===== config.mk =====
export PLATFORM = sky130hd
export DESIGN_NAME = decode_exception_controller
export DESIGN_NICKNAME = d
export VERILOG_FILES = /design/src/rtl/decode_exception_controller_pkg.sv /design/src/rtl/decode_exception_controller_checker.sv /design/src/rtl/decode_exception_controller.sv
export SDC_FILE = /design/constraint.sdc
export NUM_CORES = 1
export LEC_CHECK = 0
export ABC_AREA = 1
export CAP_MARGIN = 20
export CORE_MARGIN = 3
export CORE_UTILIZATION = 30
export CTS_CLUSTER_DIAMETER = 120
export DETAILED_ROUTE_END_ITERATION = 6
export PLACE_DENSITY_LB_ADDON = 0.05
export SLEW_MARGIN = 15
export SYNTH_ARGS = -nofsm -noshare
export SYNTH_HDL_FRONTEND = slang
export SYNTH_HIERARCHICAL = 1
export SYNTH_SLANG_ARGS = --single-unit

===== constraint.sdc =====
create_clock -name clk -period 5.7 [get_ports clk]
set_clock_uncertainty 0.05 [all_clocks]
set_input_delay 0.855 -clock clk [delete_from_list [all_inputs] [get_ports clk]]
set_output_delay 0.855 -clock clk [all_outputs]
set_load 0.02 [all_outputs]

===== src/rtl/decode_exception_controller_pkg.sv =====
// Shared types for the decode-stage exception controller: RISC-V encodings
// and causes (riscv_types), core configuration and decode state (cva5_types).
package riscv_types;
    localparam logic [4:0] ILLEGAL_INST = 5'd2;

    localparam logic [6:0] OPC_LUI      = 7'b0110111;
    localparam logic [6:0] OPC_AUIPC    = 7'b0010111;
    localparam logic [6:0] OPC_JAL      = 7'b1101111;
    localparam logic [6:0] OPC_JALR     = 7'b1100111;
    localparam logic [6:0] OPC_BRANCH   = 7'b1100011;
    localparam logic [6:0] OPC_LOAD     = 7'b0000011;
    localparam logic [6:0] OPC_STORE    = 7'b0100011;
    localparam logic [6:0] OPC_OP_IMM   = 7'b0010011;
    localparam logic [6:0] OPC_OP       = 7'b0110011;
    localparam logic [6:0] OPC_MISC_MEM = 7'b0001111;
    localparam logic [6:0] OPC_SYSTEM   = 7'b1110011;

    localparam logic [31:0] INST_ECALL  = 32'h0000_0073;
    localparam logic [31:0] INST_EBREAK = 32'h0010_0073;
    localparam logic [31:0] INST_MRET   = 32'h3020_0073;
    localparam logic [31:0] INST_WFI    = 32'h1050_0073;
endpackage

package cva5_types;
    typedef struct packed {
        logic include_m_unit;
        logic include_csrs;
        logic include_fence_i;
    } cpu_config_t;

    localparam cpu_config_t EXAMPLE_CONFIG = '{
        include_m_unit:  1'b1,
        include_csrs:    1'b1,
        include_fence_i: 1'b1
    };

    typedef enum logic [1:0] {
        EMPTY,
        HOLD_LEGAL,
        HOLD_ILLEGAL
    } decode_exc_state_t;

    typedef struct packed {
        logic        valid;
        logic [4:0]  code;
        logic [31:0] pc;
        logic [31:0] tval;
    } decode_exception_t;
endpackage


===== src/rtl/decode_exception_controller_checker.sv =====
// Combinational RV32I(+M, Zicsr, Zifencei by CONFIG) legality check of one
// 32-bit instruction word.
module illegal_instruction_checker
    import riscv_types::*;
    import cva5_types::*;
#(
    parameter cpu_config_t CONFIG = EXAMPLE_CONFIG
) (
    input  logic [31:0] instruction,
    output logic        illegal
);
    logic [6:0] opcode;
    logic [2:0] funct3;
    logic [6:0] funct7;
    logic       legal;

    assign opcode = instruction[6:0];
    assign funct3 = instruction[14:12];
    assign funct7 = instruction[31:25];

    always_comb begin
        legal = 1'b0;
        case (opcode)
            OPC_LUI, OPC_AUIPC, OPC_JAL: legal = 1'b1;
            OPC_JALR:   legal = (funct3 == 3'd0);
            OPC_BRANCH: legal = (funct3 != 3'd2) && (funct3 != 3'd3);
            OPC_LOAD:   legal = (funct3 == 3'd0) || (funct3 == 3'd1) || (funct3 == 3'd2) ||
                                (funct3 == 3'd4) || (funct3 == 3'd5);
            OPC_STORE:  legal = (funct3 == 3'd0) || (funct3 == 3'd1) || (funct3 == 3'd2);
            OPC_OP_IMM: begin
                // only the shift-immediates constrain funct7
                if (funct3 == 3'd1)
                    legal = (funct7 == 7'h00);
                else if (funct3 == 3'd5)
                    legal = (funct7 == 7'h00) || (funct7 == 7'h20);
                else
                    legal = 1'b1;
            end
            OPC_OP: begin
                if (funct7 == 7'h00)
                    legal = 1'b1;
                else if (funct7 == 7'h20)
                    legal = (funct3 == 3'd0) || (funct3 == 3'd5);
                else if (funct7 == 7'h01)
                    legal = CONFIG.include_m_unit;
                else
                    legal = 1'b0;
            end
            OPC_MISC_MEM: legal = (funct3 == 3'd0) || ((funct3 == 3'd1) && CONFIG.include_fence_i);
            OPC_SYSTEM: begin
                if (funct3 == 3'd0)
                    legal = (instruction == INST_ECALL) || (instruction == INST_EBREAK) ||
                            (instruction == INST_MRET)  || (instruction == INST_WFI);
                else if (funct3 == 3'd4)
                    legal = 1'b0;
                else
                    legal = CONFIG.include_csrs;
            end
            default: legal = 1'b0;
        endcase
    end

    assign illegal = !legal;
endmodule


===== src/rtl/decode_exception_controller.sv =====
// Single-entry decode register: legal instructions go to issue, illegal ones
// raise an exception until ack/flush. Define DECODE_EXCEPTION_TVAL_EN to report tval.
module decode_exception_controller
    import riscv_types::*;
    import cva5_types::*;
#(
    parameter cpu_config_t CONFIG = EXAMPLE_CONFIG
) (
    input  logic        clk,
    input  logic        rst,
    input  logic        flush,
    input  logic        fetch_valid,
    output logic        fetch_ready,
    input  logic [31:0] fetch_instruction,
    input  logic [31:0] fetch_pc,
    output logic        issue_valid,
    input  logic        issue_ready,
    output logic [31:0] issue_instruction,
    output logic [31:0] issue_pc,
    output logic        exception_valid,
    output logic [4:0]  exception_code,
    output logic [31:0] exception_pc,
    output logic [31:0] exception_tval,
    input  logic        exception_ack
);
    decode_exc_state_t state;
    decode_exception_t exception;
    logic [31:0]       held_instruction;
    logic [31:0]       held_pc;
    logic              held_illegal;
    logic              fetch_illegal;
    logic              accept;

    illegal_instruction_checker #(.CONFIG(CONFIG)) illegal_checker (
        .instruction (fetch_instruction),
        .illegal     (fetch_illegal)
    );

    // HOLD_LEGAL reloads in the same cycle issue drains it, giving full throughput
    assign fetch_ready = !rst && !flush &&
                         ((state == EMPTY) || ((state == HOLD_LEGAL) && issue_ready));
    assign accept      = fetch_valid && fetch_ready;

    always_ff @(posedge clk or posedge rst) begin
        if (rst) begin
            state            <= EMPTY;
            held_instruction <= 32'd0;
            held_pc          <= 32'd0;
            issue_valid      <= 1'b0;
            held_illegal     <= 1'b0;
        end else if (flush) begin
            state        <= EMPTY;
            issue_valid  <= 1'b0;
            held_illegal <= 1'b0;
        end else if (accept) begin
            held_instruction <= fetch_instruction;
            held_pc          <= fetch_pc;
            state            <= fetch_illegal ? HOLD_ILLEGAL : HOLD_LEGAL;
            issue_valid      <= !fetch_illegal;
            held_illegal     <= fetch_illegal;
        end else begin
            case (state)
                HOLD_LEGAL: begin
                    if (issue_ready) begin
                        state       <= EMPTY;
                        issue_valid <= 1'b0;
                    end
                end
                HOLD_ILLEGAL: begin
                    if (exception_ack) begin
                        state        <= EMPTY;
                        held_illegal <= 1'b0;
                    end
                end
                default: ;
            endcase
        end
    end

    assign exception.valid = held_illegal;
    assign exception.code  = ILLEGAL_INST;
    assign exception.pc    = held_pc;
`ifdef DECODE_EXCEPTION_TVAL_EN
    assign exception.tval  = held_illegal ? held_instruction : 32'd0;
`else
    assign exception.tval  = 32'd0;
`endif

    assign issue_instruction = held_instruction;
    assign issue_pc          = held_pc;
    assign exception_valid   = exception.valid;
    assign exception_code    = exception.code;
    assign exception_pc      = exception.pc;
    assign exception_tval    = exception.tval;
endmodule

==> results of run 1 <==
-- worst paths after layout --
kind,from,endpoint,slack (ps),cells past startpoint
max,flush,fetch_ready,2620,5
min,issue_instruction[10],issue_instruction[10],420,2
max reg2reg,state[1],exception_pc[1],3150,10
min reg2reg,issue_instruction[10],issue_instruction[10],420,2
max in group asynchronous,rst,issue_instruction[27],3710,3
min in group asynchronous,rst,exception_pc[7],900,2
-- power groups by stage --
stage	Sequential [W]	Combinational [W]	Clock (W)
floorplan	0.000748	0.000274	0
global route	0.000646	0.000705	0.000572
finish	0.000632	0.000657	0.000530
global placement	0.000639	0.000660	0
detailed placement	0.000640	0.000665	0
CTS	0.000634	0.000666	0.000553
-- registers in the layout, summed over array words and instances (netlist names) --
name	flops
issue_instruction	32
issue_valid	1
state	2
exception_pc	32
exception_valid	1
-- area by class of cell --
type	count	share of cell area (%)
inverters	22	1.55
clock buffers	12	4.43
multi-input cells	342	25.9
flip-flops and latches	68	31.9
well taps	143	3.35
repair buffers	171	32.2
clock inverters	2	0.703
-- layer usage --
| metal | part of all wire [%] | GRT usage, % | vias to the layer above |
|---|---|---|---|
| li1 | - | - | 1612 |
| met1 | 46 | 18.8 | 1415 |
| met2 | 45 | 23.4 | 134 |
| met3 | 6.8 | 2.90 | 12 |
| met4 | 1.9 | 6.96 | 0 |
| met5 | 0 | 0 | - |
-- critical path, stage by stage --
cell and delay [ps]:
clkdlybuf4s50_1 460, nor2_2 160, nand2_1 60, inv_1 50
clkdlybuf4s50_1 590
-- logic make-up (layout without fill, tap and decap cells) --
logic type      after synthesis  after routing  synth area share (%)
simple gates                296            296                  32.1
flops                        68             68                  46.8
fa+ha+maj                     4              4                  1.38
compound gates                5              5                 0.757
other cells                   2             37                 0.206
buf+inv                     104            207                  18.8
-- per-stage QoR --
stage               instance area (um^2)  setup slack [ps]  hold WS, ps
CTS                                 5340              2600          429
floorplan                           3770              3080          419
global placement                    5040              2420          413
detailed placement                  5060              2450          414
global route                        5340              2510          446
finish                              5340              2620          424
-- cells in the mapped netlist --
library cell / number
inv_1: 20
nor2_2: 6
nand3_1: 13
o22ai_1: 2
nand4_1: 3
nand3_2: 1
nor3_1: 2
dfrtp_1: 68
buf_1: 1
conb_1: 2
a21oi_1: 2
buf_4: 76
inv_2: 2
clkbuf_1: 4
buf_6: 1
o21ai_0: 1
nand2_2: 1
nor2_1: 34
ha_1: 4
nor3_2: 1
nand2_1: 235
==> summary.md, run 1 <==
Total instance count after detailed placement: 746. Summed over all layers, the global routing overflow is 0. In this run the worst hold path is classified as flop to flop. Net switching is 33.0% of the power.

The combinational fraction of design power is 36.1%. The number of setup violations in the final report was 0; the synthesized cell area was 3640 um^2. For this run, the top clock speed supported by timing is 325 MHz. The flow ran to the end, and the final reports show no timing, DRC or antenna violations.

The die covers 13500 um^2. Summed over all instances, the cell type with the most area after synthesis is dfrtp_1. In this run, the clock network consumes 29.1% of the power. For the worst-skew pair, the clock arrives at the later sink with an insertion delay of 330 ps. The post-synthesis sequential element count was 68; the hold buffer count at CTS was 0. In the final routed layout, each cell accounts on average for 12.8 um. The netlist uses 21 different library cells. After clock tree synthesis, the clock-pin slew on the worst setup and hold paths is 50 ps.

The detailed-route wire length came out at 9740 um. Total of fill cells in the finished design: 1160. At the end of the flow, the number of nets in the layout was 688. In this run the standard cell core region covers 11600 um^2. For this design the ratio of total power to cell area is 341 nW/um^2. For the number of rows created at floorplan, the log shows 39. The tools report the largest net degree at the start of global routing as 72. At the pin with the least slew margin, the transition time is 753 ps.

In the synthesized netlist, the number of instances is 479. For this design the top-level I/O count stands at 206. The number of diodes was 0; the H-tree level count was 3. The width of the chip works out to 116 um.

In this run, CTS created clock tree buffers numbering 9. Compared with the post-synthesis result, the final layout area differs by 46.7%. STA classifies the critical path startpoint as a primary input. At the end of routability-driven placement, the weighted congestion stood at 0.790. The number of global-route vias before repair came out at 3040.

The logs give 0.000600 W for the total net switching power and 0 for the number of antenna violations at the first check in global routing. The tools report the final hold violation count as 0. The tools report the kind of end point of the critical path as an output port. The run gives 1700 um^2 as the register area.

The multi-input gate area in the final layout came out at 1380 um^2. For this run, the total global-route usage over all layers was measured as 14.5%. Before antenna repair, the detailed router went through 4 iterations. The worst IR drop on VDD was 0.133 mV; the chip height was 116 um. TritonCTS built the clock tree. For the worst setup path, the data arrival time is 2170 ps. Average via count per standard cell: 4.18. The total setup buffers inserted after CTS is 0, and the quantity of I/O buffers inserted on ports is 168.

For this run, the number of Yosys warnings is 6. The tools report the total count of max-transition violations in the final report as 0. The share of the clock period used by the worst path after layout was 54.0%.

Sequential cells were found to cover 46.8% of the synthesized design area. The most common library cell in the layout ignoring fill and taps was nand2_1. The post-route netlist has 4.21% of its cells at a drive strength greater than 1. Clock tree synthesis selected as its root buffer the cell clkbuf_16. Number of buffers on the longest clock path: 2.

In this run the tightest slew margin relative to its limit is 49.8%. In this run the worst path has a maximum fanout of 3. The shortest clock period the worst path allows after layout was 3080 ps; the number of non-filler instances in the completed layout was 760. The detail route stage leaves a number of antenna-violating nets equal to 0.

The share of Yosys cell area claimed by the top area cell type was 46.8%. Summed over all nets, the half-perimeter wirelength after detailed placement is 7130 um. Max-capacitance violation count: 0.

The average cell area after synthesis came out at 7.59 um^2. Leaving out fill and tap cells, the most frequent cells in the layout are 235 x nand2_1, 168 x clkdlybuf4s50_1, 68 x dfrtp_1. The tools report the end-of-flow core utilization as 46.0%. For this run, design rule violations remaining after detail routing come to 0. In the post-synthesis netlist, the biggest area contributors are dfrtp_1 47%, nand2_1 24%, buf_4 16%. The first global-routing pass estimated 15300 um of wire. The clock sink total is 68, and the starting utilization of the core area is 31.3%. The tools report the total power after layout as 0.00182 W. The routed layout has 3173 vias. The worst setup path is of the primary input to output port kind. Setup repair after global routing left no endpoint under its margin. The logs give 0.00122 W for the internal power of the cells and 0 ps for the setup total negative slack. For the worst endpoint required time, the log shows 4800 ps.

Per report_power, the sequential group accounts for 34.8% of the total. The first routing iteration left 185 violations. After clock tree synthesis, the repair step resized 0 gates. The analysis attributes to cell leakage a power of 2.65 nW.
(Power assumes the default switching activity.)
==> inputs of run 2 (changes only) <==
clock period = 3.05 ns   (was 5.7 ns; I/O delays follow)
==> run 2 against run 1 <==
  * Sequential share of layout area about the same
  * Register-to-register slack got worse by 2200 ps
  * Die area unchanged
  * Count of clock-buffer cells in the layout unchanged
  * Wire length increased by 1.7%
  * Combinational power increased by 87%
  * Worst setup slack got worse by 1900 ps
  * Critical path depth increased by 2
  * Design area about the same
  * Power increased by 83%
  * Sequential power increased by 87%
==> summary.md, run 2 (synthesized netlist as in run 1, its figures left out) <==
The total leakage power is 2.66 nW (+0.21%), and the area added between synthesis and finish is 46.9% (about the same). The width of the chip is 116 um (unchanged). The run gives 0.228 mV (+71%) as the worst IR drop on VDD. The half-perimeter wire length after placement was 7210 um (+1.2%). The critical path's largest stage delay works out to 590 ps (about the same). The library cell used most frequently in the layout, excluding fill and tap cells, is nand2_1. The H-tree level count came out at 3 (unchanged).

The tools report the number of design-rule violations left by the first detailed-router iteration as 167 (-9.7%). The critical path class was flop to output port. The most critical setup path has its startpoint at state[1].

The final hold violation count is 0 (unchanged). The logs give 689 (+0.15%) for the number of nets in the layout and 320 ps (about the same) for the clock latency reported for the late side of the worst-skew pair. The run gives 0 (unchanged) as the number of diodes. The slew at the pin with the worst max-slew slack works out to 730 ps (-23.0 ps). STA classifies the critical path endpoint as an output port.

The max-capacitance violation count was 0 (unchanged). The area of the core came out at 11600 um^2 (unchanged). The setup total negative slack is 0 ps (unchanged), and the worst-case headroom to the max-slew limit is 51.3% (+1.5 points). The sort of element at the start of the critical path is a flop.

The average via count per standard cell was 4.20 (+0.62%); the data arrival time of the critical path was 1820 ps (-350 ps). The logs give 9900 um (+1.7%) for the detailed-route wire length and 13500 um^2 (unchanged) for the overall die area. In this run the clock root is driven by a clkbuf_16.

The tools report the worst flop-to-flop path startpoint as state[1]. The cell seen most often among critical-path stages was nand2_1. For the clock sink total, the log shows 68 (unchanged). The total power after layout was 0.00334 W (+83%). The tools report the largest net degree at the start of global routing as 71 (-1.4%). The tools report the overall overflow remaining after global route as 0 (unchanged). The number of rows created at floorplan is 39 (unchanged).

The count of cells resized by post-cts repair is 0 (unchanged), and the routability-driven placement congestion ratio is 0.756 (-4.3%). The number of antenna violations at the first check in global routing was 0 (unchanged); the CTS buffer count was 9 (unchanged). The clock transition time at the flip-flop clock pins of the worst setup and hold paths is 50 ps (about the same). The worst endpoint required time was 2540 ps (-2260 ps). Source of the worst hold timing path: issue_instruction[31].

Dividing the final minimum period by the clock period gives 76.4%. The number of global-route vias before repair is 3118 (+2.6%). The logs give 6 (+2) for the total iterations of the first detailed-routing run and 15700 um (+2.5%) for the global-route wire length before repair.

For the total number of vias, the log shows 3197 (+0.76%). The share of cells above drive strength 1 was 4.53% (+0.32 points). The run gives 0 (unchanged) as the antenna violation net count after detailed routing. Top-level I/O count: 206 (unchanged).

The tools report the total setup buffers inserted after CTS as 0 (unchanged). In the layout the commonest cells are 235 x nand2_1, 168 x clkdlybuf4s50_1, 68 x dfrtp_1. The number of setup violations in the final report is 0 (unchanged), and the shortest clock period the worst path allows after layout is 2330 ps. The worst hold slack came out at 424 ps (+0.696 ps). Slowest stage cell on the critical path: clkdlybuf4s50_1.

The chip height was 116 um (unchanged). Starting utilization of the core area: 31.3% (unchanged). The run finished with clean final reports.

Walking the worst path, the cells encountered are inv_1 -> ha_1 -> nand2_1 -> nand2_1 -> nand2_1 -> inv_1 -> clkdlybuf4s50_1. The number of remaining DRC errors came out at 0 (unchanged). The number of buffers on the longest clock path was 2 (unchanged).

The cell area power density is 625 nW/um^2 (+83%). Setup repair after global routing left no endpoint under its margin. The routed wirelength normalized by instance count is 13.0 um (+1.5%). TritonCTS built the clock tree. The end-of-flow core utilization was 46.0% (about the same); the maximum fanout count along the critical path was 4 (+1). For the total count of max-transition violations in the final report, the log shows 0 (unchanged). The logs give 14.9% (+0.39 points) for the total track usage and 429 MHz for the maximum frequency from static timing analysis. The quantity of I/O buffers inserted on ports was 168 (unchanged).

The path class of the tightest hold or removal check is flop to flop. For the hold buffer count at CTS, the log shows 0 (unchanged).
[run 2: layer usage]
metal	GRT usage, %	vias up	part of all wire [%]
li1	-	1613	-
met4	6.03	0	1.8
met1	19.5	1437	45
met2	24.5	135	46
met3	2.69	12	7.2
met5	0	-	0
[run 2: through the flow]
stage	setup WS [ps]	area, um^2	cells
global placement	740	5080	747
detailed placement	674	5080	747
global route	566	5340	761
floorplan	831	3770	514
finish	720	5340	761
CTS	695	5340	761
[run 2: worst max-delay path, delay by kind of cell (launching register included)]
| family | cells | cell delay [ps] |
|---|---|---|
| AND/OR/NAND/NOR | 3 | 210 |
| flip-flops | 1 | 410 |
| adder cells (fa/ha/maj) | 1 | 160 |
| buffers and inverters | 3 | 720 |
[run 2: path summary, 6_finish.rpt]
| kind | cells past startpoint | end | slack [ps] |
|---|---|---|---|
| hold / removal | 2 | issue_instruction[31] | 420 |
| setup / recovery | 7 | fetch_ready | 720 |
| hold reg to reg | 2 | issue_instruction[31] | 420 |
| max in group asynchronous | 3 | issue_instruction[10] | 1760 |
| min in group asynchronous | 2 | exception_pc[16] | 530 |
| setup reg to reg | 10 | state[0] | 970 |
[run 2: cell type report]
cell class              count  area, um^2
multi-input cells         342        1380
repair buffers            172        1740
flip-flops and latches     68        1700
clock inverters             2        12.5
inverters                  22        82.6
well taps                 143         179
clock buffers              12         246
fillers                  1212        6270
[run 2: where the power goes]
part	internal [W]	switching (W)	total [W]
logic	0.000586	0.000645	0.00123
clock network	0.000562	0.000364	0.000926
registers	0.00107	0.000109	0.00118
total	0.00222	0.00112	0.00334
==> inputs of run 3 (changes only) <==
clock period = 2.4 ns   (was 3.05 ns; I/O delays follow)
==> run 3 against run 2 <==
  * Clock power rose by 34%
  * Design area grew 0.33%
  * Worst setup slack got worse by 560 ps
  * Flip-flop and latch count is the same
  * Via count grew 1.3%
  * Combinational power up 27%
  * Register-to-register slack got worse by 240 ps
  * Sequential share of layout area fell by 0.10 points
  * Die area unchanged
  * Non-clock buffer count rose by 1
  * Count of clock-buffer cells in the layout up 1
  * Cell count increased by 0.39%
==> summary.md, run 3 (synthesized netlist as in run 1, its figures left out) <==
The run finished with clean final reports. The max-capacitance violation count came out at 0 (unchanged). Placement-stage worst setup slack: 293 ps (-381 ps).

The tools report the routability-driven placement congestion ratio as 0.749 (-0.95%). The logs give 730 ps (-240 ps) for the setup slack of the most critical reg-to-reg path and 0 ps (unchanged) for the setup total negative slack. The logs give 0 (unchanged) for the final hold violation count and 0 (unchanged) for the number of remaining DRC errors. The tools report the kind of end point of the critical path as an output port. The maximum fanout count along the critical path was 4 (unchanged); the worst-case headroom to the max-slew limit was 62.3% (+11 points).

The overall overflow remaining after global route is 0 (unchanged), and the CTS buffer count is 9 (unchanged). The width of the chip came out at 116 um (unchanged). The number of design-rule violations left by the first detailed-router iteration is 122 (-27%), and the maximum frequency from static timing analysis is 446 MHz.

For the internal power of the cells, the log shows 0.00286 W (+29%). The critical path class is flop to output port. The share of cells above drive strength 1 was 4.99% (+0.46 points). The slew at the pin with the worst max-slew slack came out at 566 ps (-164 ps). The top-level I/O count was 206 (unchanged).

For the data arrival time of the critical path, the log shows 1830 ps (about the same). The worst setup path is launched from a flop. Number of buffer and inverter stages on the critical path: 3 (unchanged). The total setup buffers inserted after CTS is 0 (unchanged). The clock root buffer was clkbuf_16. The run gives 1990 ps (-550 ps) as the worst endpoint required time.

The tools report the number of diodes as 0 (unchanged). The clock latency reported for the late side of the worst-skew pair was 320 ps (about the same). For the half-perimeter wire length after placement, the log shows 7250 um (+0.59%). Routed wirelength normalized by instance count: 13.0 um (-0.30%). The run gives 0 (unchanged) as the antenna violation net count after detailed routing. The shortest clock period the worst path allows after layout came out at 2240 ps. The hold buffer count at CTS is 0 (unchanged), and the chip height is 116 um (unchanged). The switching share of total power was 33.5% (about the same); the number of setup violations in the final report was 0 (unchanged). By instance count, the cell type seen most on the critical path is nand2_1.

The number of antenna violations at the first check in global routing is 0 (unchanged), and the critical path's largest stage delay is 590 ps (about the same). The total track usage was 14.8% (-0.11 points); the share of the clock period used by the worst path after layout was 93.5%. Compared with the post-synthesis result, the final layout area differs by 47.4%. For the number of rows created at floorplan, the log shows 39 (unchanged). The worst min-delay path category was primary input to async pin. The relative contribution of sequential cells to total power came out at 34.9% (-0.5 points). The logs give 0.274 mV (+20%) for the worst IR drop on VDD and 4 (-2) for the total iterations of the first detailed-routing run.

Count of cells resized by post-cts repair: 0 (unchanged). On the critical path the largest part of the delay comes from buffers and inverters. The final critical-path setup slack is 156 ps (-564 ps). The total power after layout is 0.00430 W (+29%). The library cells used most frequently in the layout, excluding fill and tap cells, are 235 x nand2_1, 168 x clkdlybuf4s50_1, 68 x dfrtp_1. Leaving out fill and tap cells, the most frequent cell in the layout is nand2_1.

Walking the worst path, the cells encountered are inv_1 -> ha_1 -> nand2_1 -> nand2_1 -> nand2_1 -> inv_1 -> clkdlybuf4s50_1. Average via count per standard cell: 4.24 (+0.95%). The quantity of I/O buffers inserted on ports works out to 168 (unchanged). The total net switching power was 0.00144 W (+29%).

The detailed-route wire length is 9910 um (about the same), and the starting utilization of the core area is 31.3% (unchanged). The tools report the number of global-route vias before repair as 3105 (-0.42%). The clock sink total came out at 68 (unchanged). The total count of max-transition violations in the final report is 0 (unchanged).

Setup repair after global routing left no endpoint under its margin. The tools report the global-route wire length before repair as 15600 um (-0.70%). For the total leakage power, the log shows 2.67 nW (+0.40%).

TritonCTS built the clock tree. Slowest stage cell on the critical path: clkdlybuf4s50_1. The H-tree level count is 3 (unchanged).

The tools report the largest net degree at the start of global routing as 65 (-8.5%). The number of buffers on the longest clock path was 2 (unchanged); the total number of vias was 3240 (+1.3%). The overall die area is 13500 um^2 (unchanged), and the clock transition time at the flip-flop clock pins of the worst setup and hold paths is 50 ps (about the same).

For the number of nets in the layout, the log shows 690 (+0.15%). The part of the total power dissipated in the clock network is 28.8% (+1.1 points). The combinational fraction of design power came out at 36.3% (-0.6 points).

The cell area power density was 803 nW/um^2 (+28%). The area of the core came out at 11600 um^2 (unchanged).
run 3: routing by layer:
metal,track usage (%),share of wire [%],up-vias
li1,-,-,1617
met1,19.3,45,1481
met2,24.1,46,131
met3,3.01,6.9,11
met4,6.11,1.7,0
met5,0,0,-
run 3: metrics by stage:
stage / util (%) / std cells / hold WS [ps] / area, um^2
after floorplan: - / 514 / 419 / 3770
after global placement: 43.7 / 748 / 411 / 5080
after detailed placement: 43.7 / 748 / 414 / 5080
after CTS: 46.2 / 764 / 428 / 5360
after global routing: 46.2 / 764 / 442 / 5360
final: 46.2 / 764 / 414 / 5360
run 3: power groups by stage:
stage / registers, W / logic (W) / clock network, W
6_report: 0.00150 / 0.00156 / 0.00124
5_1_grt: 0.00154 / 0.00168 / 0.00133
4_1_cts: 0.00151 / 0.00158 / 0.00129
3_5_place_dp: 0.00152 / 0.00158 / 0
3_3_place_gp: 0.00152 / 0.00158 / 0
2_1_floorplan: 0.00178 / 0.000650 / 0
run 3: path summary, 6_finish.rpt:
kind                       depth (start not counted)                   from                    end
max                                                7               state[1]            fetch_ready
min                                                3                    rst        exception_pc[7]
max reg2reg                                        8               state[1]        exception_valid
min reg2reg                                        2  issue_instruction[16]  issue_instruction[16]
max in group asynchronous                          3                    rst  issue_instruction[10]
min in group clk                                   2  issue_instruction[16]  issue_instruction[16]
run 3: area by class of cell:
cell class	instances	area, um^2
sequential	68	1700
clock inverter	3	21.3
multi-input combinational	342	1380
fill	1215	6250
timing repair buffer	173	1730
inverter	22	82.6
tap	143	179
clock buffer	13	260
run 3: worst reg2reg max path, stage by stage, from the launching register on:
cell	delay [ps]
dfrtp_1	390
inv_1	80
ha_1	190
nand2_1	80
nand2_1	80
nand3_2	110
buf_4	330
nand2_1	140
o22ai_1	140
